File: src/rtl/ahb_master.sv
// AHB-Lite single-master initiator: valid/ready commands become pipelined single-beat
// NONSEQ transfers, with one response per completed transfer and a wait-state watchdog.
module ahb_master #(
   parameter int unsigned addrWidth     = 8,
   parameter int unsigned dataWidth     = 32,
   parameter int unsigned timeoutCycles = 16
) (
   input  logic                 hclk,
   input  logic                 hresetn,
   input  logic                 cmd_valid,
   output logic                 cmd_ready,
   input  logic                 cmd_write,
   input  logic [addrWidth-1:0] cmd_addr,
   input  logic [dataWidth-1:0] cmd_wdata,
   output logic                 rsp_valid,
   output logic                 rsp_write,
   output logic [dataWidth-1:0] rsp_rdata,
   output logic                 hselx,
   output logic [addrWidth-1:0] haddr,
   output logic                 hwrite,
   output logic [1:0]           htrans,
   output logic [dataWidth-1:0] hwdata,
   input  logic                 hready,
   input  logic [dataWidth-1:0] hrdata,
   output logic                 err
);

   localparam logic [1:0]  HtransIdle   = 2'b00;
   localparam logic [1:0]  HtransNonseq = 2'b10;
   localparam int unsigned CntW         = 8;

   logic [dataWidth-1:0] wdata_q;
   logic                 pending;
   logic                 pend_write;
   logic [CntW-1:0]      wd_cnt;
   logic                 accept_c;
   logic                 active_c;

   // Commands are taken only while the bus advances and the watchdog is quiet.
   assign cmd_ready = hready & ~err;
   assign accept_c  = cmd_valid & cmd_ready;
   assign active_c  = (htrans == HtransNonseq) | pending;

   // Address and data stages advance together on every ready edge.
   always_ff @(posedge hclk or negedge hresetn) begin
      if (!hresetn) begin
         htrans     <= HtransIdle;
         hselx      <= 1'b0;
         haddr      <= '0;
         hwrite     <= 1'b0;
         wdata_q    <= '0;
         hwdata     <= '0;
         pending    <= 1'b0;
         pend_write <= 1'b0;
         rsp_valid  <= 1'b0;
         rsp_write  <= 1'b0;
         rsp_rdata  <= '0;
      end else begin
         rsp_valid <= 1'b0;
         if (hready) begin
            pending    <= (htrans == HtransNonseq);
            pend_write <= hwrite;
            if (htrans == HtransNonseq) begin
               hwdata <= wdata_q;
            end
            if (pending) begin
               rsp_valid <= 1'b1;
               rsp_write <= pend_write;
               if (!pend_write) begin
                  rsp_rdata <= hrdata;
               end
            end
            if (accept_c) begin
               haddr   <= cmd_addr;
               hwrite  <= cmd_write;
               wdata_q <= cmd_wdata;
               htrans  <= HtransNonseq;
               hselx   <= 1'b1;
            end else begin
               htrans  <= HtransIdle;
               hselx   <= 1'b0;
            end
         end
      end
   end

   // Watchdog: consecutive stalled edges with a transfer in flight; saturates at the limit.
   always_ff @(posedge hclk or negedge hresetn) begin
      if (!hresetn) begin
         wd_cnt <= '0;
         err    <= 1'b0;
      end else if (hready) begin
         wd_cnt <= '0;
      end else if (active_c) begin
         if (wd_cnt != CntW'(timeoutCycles)) begin
            wd_cnt <= wd_cnt + CntW'(1);
         end
         if (wd_cnt == CntW'(timeoutCycles - 1)) begin
            err <= 1'b1;
         end
      end
   end

endmodule
File: config.mk
export PLATFORM = sky130hd
export DESIGN_NAME = ahb_master
export DESIGN_NICKNAME = d
export VERILOG_FILES = /design/src/rtl/ahb_master.sv
export SDC_FILE = /design/constraint.sdc
export NUM_CORES = 1
export LEC_CHECK = 0
export CORE_ASPECT_RATIO = 1.5
export CORE_UTILIZATION = 41
export CTS_BUF_LIST = sky130_fd_sc_hd__clkbuf_8 sky130_fd_sc_hd__clkbuf_16
export DETAILED_ROUTE_END_ITERATION = 8
export PLACE_DENSITY = 0.76
export SYNTH_ARGS = -nofsm -noshare
export SYNTH_HDL_FRONTEND = slang
export SYNTH_SLANG_ARGS = --single-unit
File: constraint.sdc
create_clock -name hclk -period 1.4 [get_ports hclk]
set_input_delay 0.21 -clock hclk [delete_from_list [all_inputs] [get_ports hclk]]
set_output_delay 0.21 -clock hclk [all_outputs]
set_load 0.01 [all_outputs]
==> impl_metrics.csv <==
group,metric,value,unit
run_status,status,"finished, violations left",
run_status,violations,"negative setup slack",
cts,htreeDepth,4,
setup_path,required,1.68,ns
cells_and_area,finalInstanceArea,7260,um2
power,seq_power_share,39.4,%
global_route,track_usage,18.5,%
global_route,grt_overflow,0,
power,ir_drop,0.983,mV
sta,fin_ws,-0.00674,ns
synth,synth_nets,371,
job,drv_cap,0,
setup_path,worstSetupPathType,"reg2reg",
die,start_util,42.7,%
setup_path,path_max_fanout,2,
synth,yosysSeqAreaShare,62.4,%
sta,clock_skew,0.00752,ns
detailed_routing,ant_nets,0,
sta,tns,-0.00674,ns
global_route,use_met2,32.6,%
synth,synth_edf_count,0,
setup_path,cp-start-kind,"flip-flop",
global_route,grt_max_degree,34,
power,switching_share,25.4,%
setup_path,max_stage_delay,0.35,ns
global_route,grt_pass1_wl,17200,um
place,port_buffers,155,
synth,synth_most_common_cell,"dfrtp_1",
synth,synth.distinct_cells,32,
power,p_sw,0.00300,W
sta,layout_min_cycle_time,1.41,ns
detailed_routing,drt-initial-drc-count,63,
cells_and_area,areaGrowthSynthToFinish,52.1,%
detailed_routing,vias_per_cell,4.83,
cells_and_area,fin_util,65.0,%
synth,synth_top_area_share,62.4,%
die,die_x,90.1,um
detailed_routing,routed_wirelength,10800,um
place,placed_cell_area,6650,um2
global_route,grt_use_met1,21.0,%
cells_and_area,nets,560,
setup_path,cp_data_arrival_time,1.69,ns
die,die_y,134,um
power,power.internal,0.00880,W
synth,synth_area,4770,um2
power,p_per_area,1630,nW/um2
synth,synth_top_cell_by_area,"dfrtp_1",
detailed_routing,firstDrtPassIters,4,
power,leakagePower,3.38,nW
place,gp_congestion,0.802,
global_route,antenna_found_initial,0,
sta,max_freq,711,MHz
cts,numCtsBuffers,17,
sta,slew_viol_final,0,
detailed_routing,drc_errors,0,
cells_and_area,drive_gt1_share,37.9,%
sta,setup_viol,1,
synth,synthCells,292,
synth,ys.flop_type,"dfrtp_1",
setup_path,endpoint_kind,"flip-flop",
setup_path,path_cells,"inv_1 > ha_2 > nor2b_4 > a32oi_2 > mux2_4",
synth,synthTopCellsByArea,"dfrtp_1, mux2_2, mux2_4, buf_12, buf_6",
cts,cts.clk_slew.worst_paths,0.05,ns
cells_and_area,antenna_cells,0,
cts,root_buffer,"clkbuf_16",
detailed_routing,dr_total_vias,3094,
synth,async_flop_share,100,%
global_route,busiest_layer,"met2",
cts,clock_latency,0.40,ns
power,power,0.0118,W
worst_hold_path,hp-class,"in2async",
sta,rsz0062_at_grt,"true",
die,core_area,11200,um2
cts,cts_sinks,119,
power,p_clk_share,36.6,%
die,design.die.area,12100,um2
cts,cts_tree,"yes",
synth,ys_top_cells_by_count,"dfrtp_1, mux2_2, mux2_4, o21ai_0",
synth,yosysWarnings,0,
die,rows,47,
synth,syn_area_per_cell,16.3,um2
setup_path,crit_path_top_delay_cell,"dfrtp_1",
detailed_routing,avgRoutedWirePerCell,16.9,um
sta,min_period_over_period,100,%
synth,ys_ff_latch,119,
power,comb_power_share,24.0,%
global_route,grt_pass1_vias,3431,
cts,clockBufferDepth,2,
sta,finalHoldViolations,0,
die,io_pins,157,
place,dp_hpwl,7300,um
global_route,grtUsageMet3,5.16,%
-- sequential cells by signal, summed over array words and instances, names as in the netlist --
signal and cells:
rsp_valid 1, rsp_write 1, rsp_rdata 32, err 1, wd_cnt 8, haddr 8, wdata_q 32, hwdata 32
pend_write 1, htrans 1, pending 1, hwrite 1
-- cells by family (layout without fill, tap and decap cells) --
family | count (synthesis) | in the layout | share of synthesized area, %
xor gates and xnor gates | 2 | 2 | 0.367
and+or+nand+nor | 23 | 23 | 2.78
adders and majority gates | 2 | 2 | 0.524
buffers and inverters | 20 | 222 | 3.70
DFF | 119 | 119 | 62.4
other | 1 | 1 | 0.0786
muxes | 109 | 109 | 28.0
AOI/OAI and AO/OA | 16 | 16 | 2.12
-- power by group through the flow --
stage | Combinational [W] | Clock (W) | Sequential [W]
floorplan | 0.00110 | 0 | 0.00498
global placement | 0.00320 | 0 | 0.00467
detailed placement | 0.00325 | 0 | 0.00473
CTS | 0.00284 | 0.00442 | 0.00466
global route | 0.00303 | 0.00459 | 0.00476
finish | 0.00284 | 0.00432 | 0.00465
-- critical path, delay by kind of cell (launching register included) --
family	cells	cell delay, ns
multiplexers	1	0.33
AND/OR/NAND/NOR	1	0.12
flip-flops	1	0.35
AO/OA/AOI/OAI	1	0.27
buffers and inverters	1	0.05
adder cells (fa/ha/maj)	1	0.17
-- worst paths after layout --
path / end / from / depth (start not counted) / slack, ns
setup / recovery: wd_cnt[0] / wd_cnt[1] / 5 / -0.007
hold / removal: rsp_rdata[2] / hresetn / 2 / 0.24
setup reg to reg: wd_cnt[0] / wd_cnt[1] / 5 / -0.007
hold reg to reg: hwdata[2] / hwdata[2] / 1 / 0.50
max in group asynchronous: haddr[0] / hresetn / 3 / 0.60
min in group hclk: wdata_q[15] / cmd_wdata[15] / 2 / 0.42
-- metrics by stage --
step           hold WS (ns)  std cells  setup slack [ns]
3_3_place_gp          0.118        604            -0.295
5_1_grt               0.251        641           -0.0393
3_5_place_dp          0.124        604            -0.317
2_1_floorplan       -0.0856        292          -0.00400
4_1_cts               0.236        638           -0.0181
6_report              0.244        641          -0.00674
-- what timing repair did --
action	CTS	global route
setup buffers	1	1
pin swaps	1	1
resized for setup	88	10
cloned	0	2
hold buffers	1	0
endpoints found under the hold margin	43	0
setup endpoints to repair	80	19
-- layout make-up --
type	instances	area [um2]
clock buffer	18	439
clock inverter	14	159
fill	870	3920
inverter	4	15.0
multi-input combinational	153	1680
sequential	119	2980
tap	147	184
timing repair buffer	186	1810
-- routing by layer --
| layer | share of wire (%) | routed length (um) |
|---|---|---|
| met4 | 1.1 | 116 |
| met1 | 39 | 4240 |
| met3 | 5.3 | 576 |
| met2 | 54 | 5890 |
| met5 | 0 | 0 |
-- layout by cell type, fill, tap and decap left out, types with 2 or more instances in the layout --
cell / synthesis / final
clkdlybuf4s50_1: 0 / 75
mux2_2: 78 / 77
or3_1: 3 / 3
ha_2: 0 / 2
buf_12: 3 / 7
bufinv_16: 0 / 3
nor2_1: 5 / 5
clkinv_2: 0 / 5
clkbuf_16: 0 / 19
buf_4: 3 / 21
o2111ai_2: 0 / 2
dfrtp_1: 119 / 118
a21oi_1: 4 / 2
nand2_4: 0 / 2
dlygate4sd2_1: 0 / 76
inv_1: 4 / 5
clkinv_4: 0 / 2
a21oi_2: 0 / 2
nand2b_1: 2 / 2
nand2_1: 4 / 3
mux2_4: 30 / 31
buf_6: 5 / 2
xor2_1: 2 / 2
clkinvlp_4: 0 / 3
o21ai_0: 6 / 6
No activity file was read; power rests on OpenSTA's default activity.
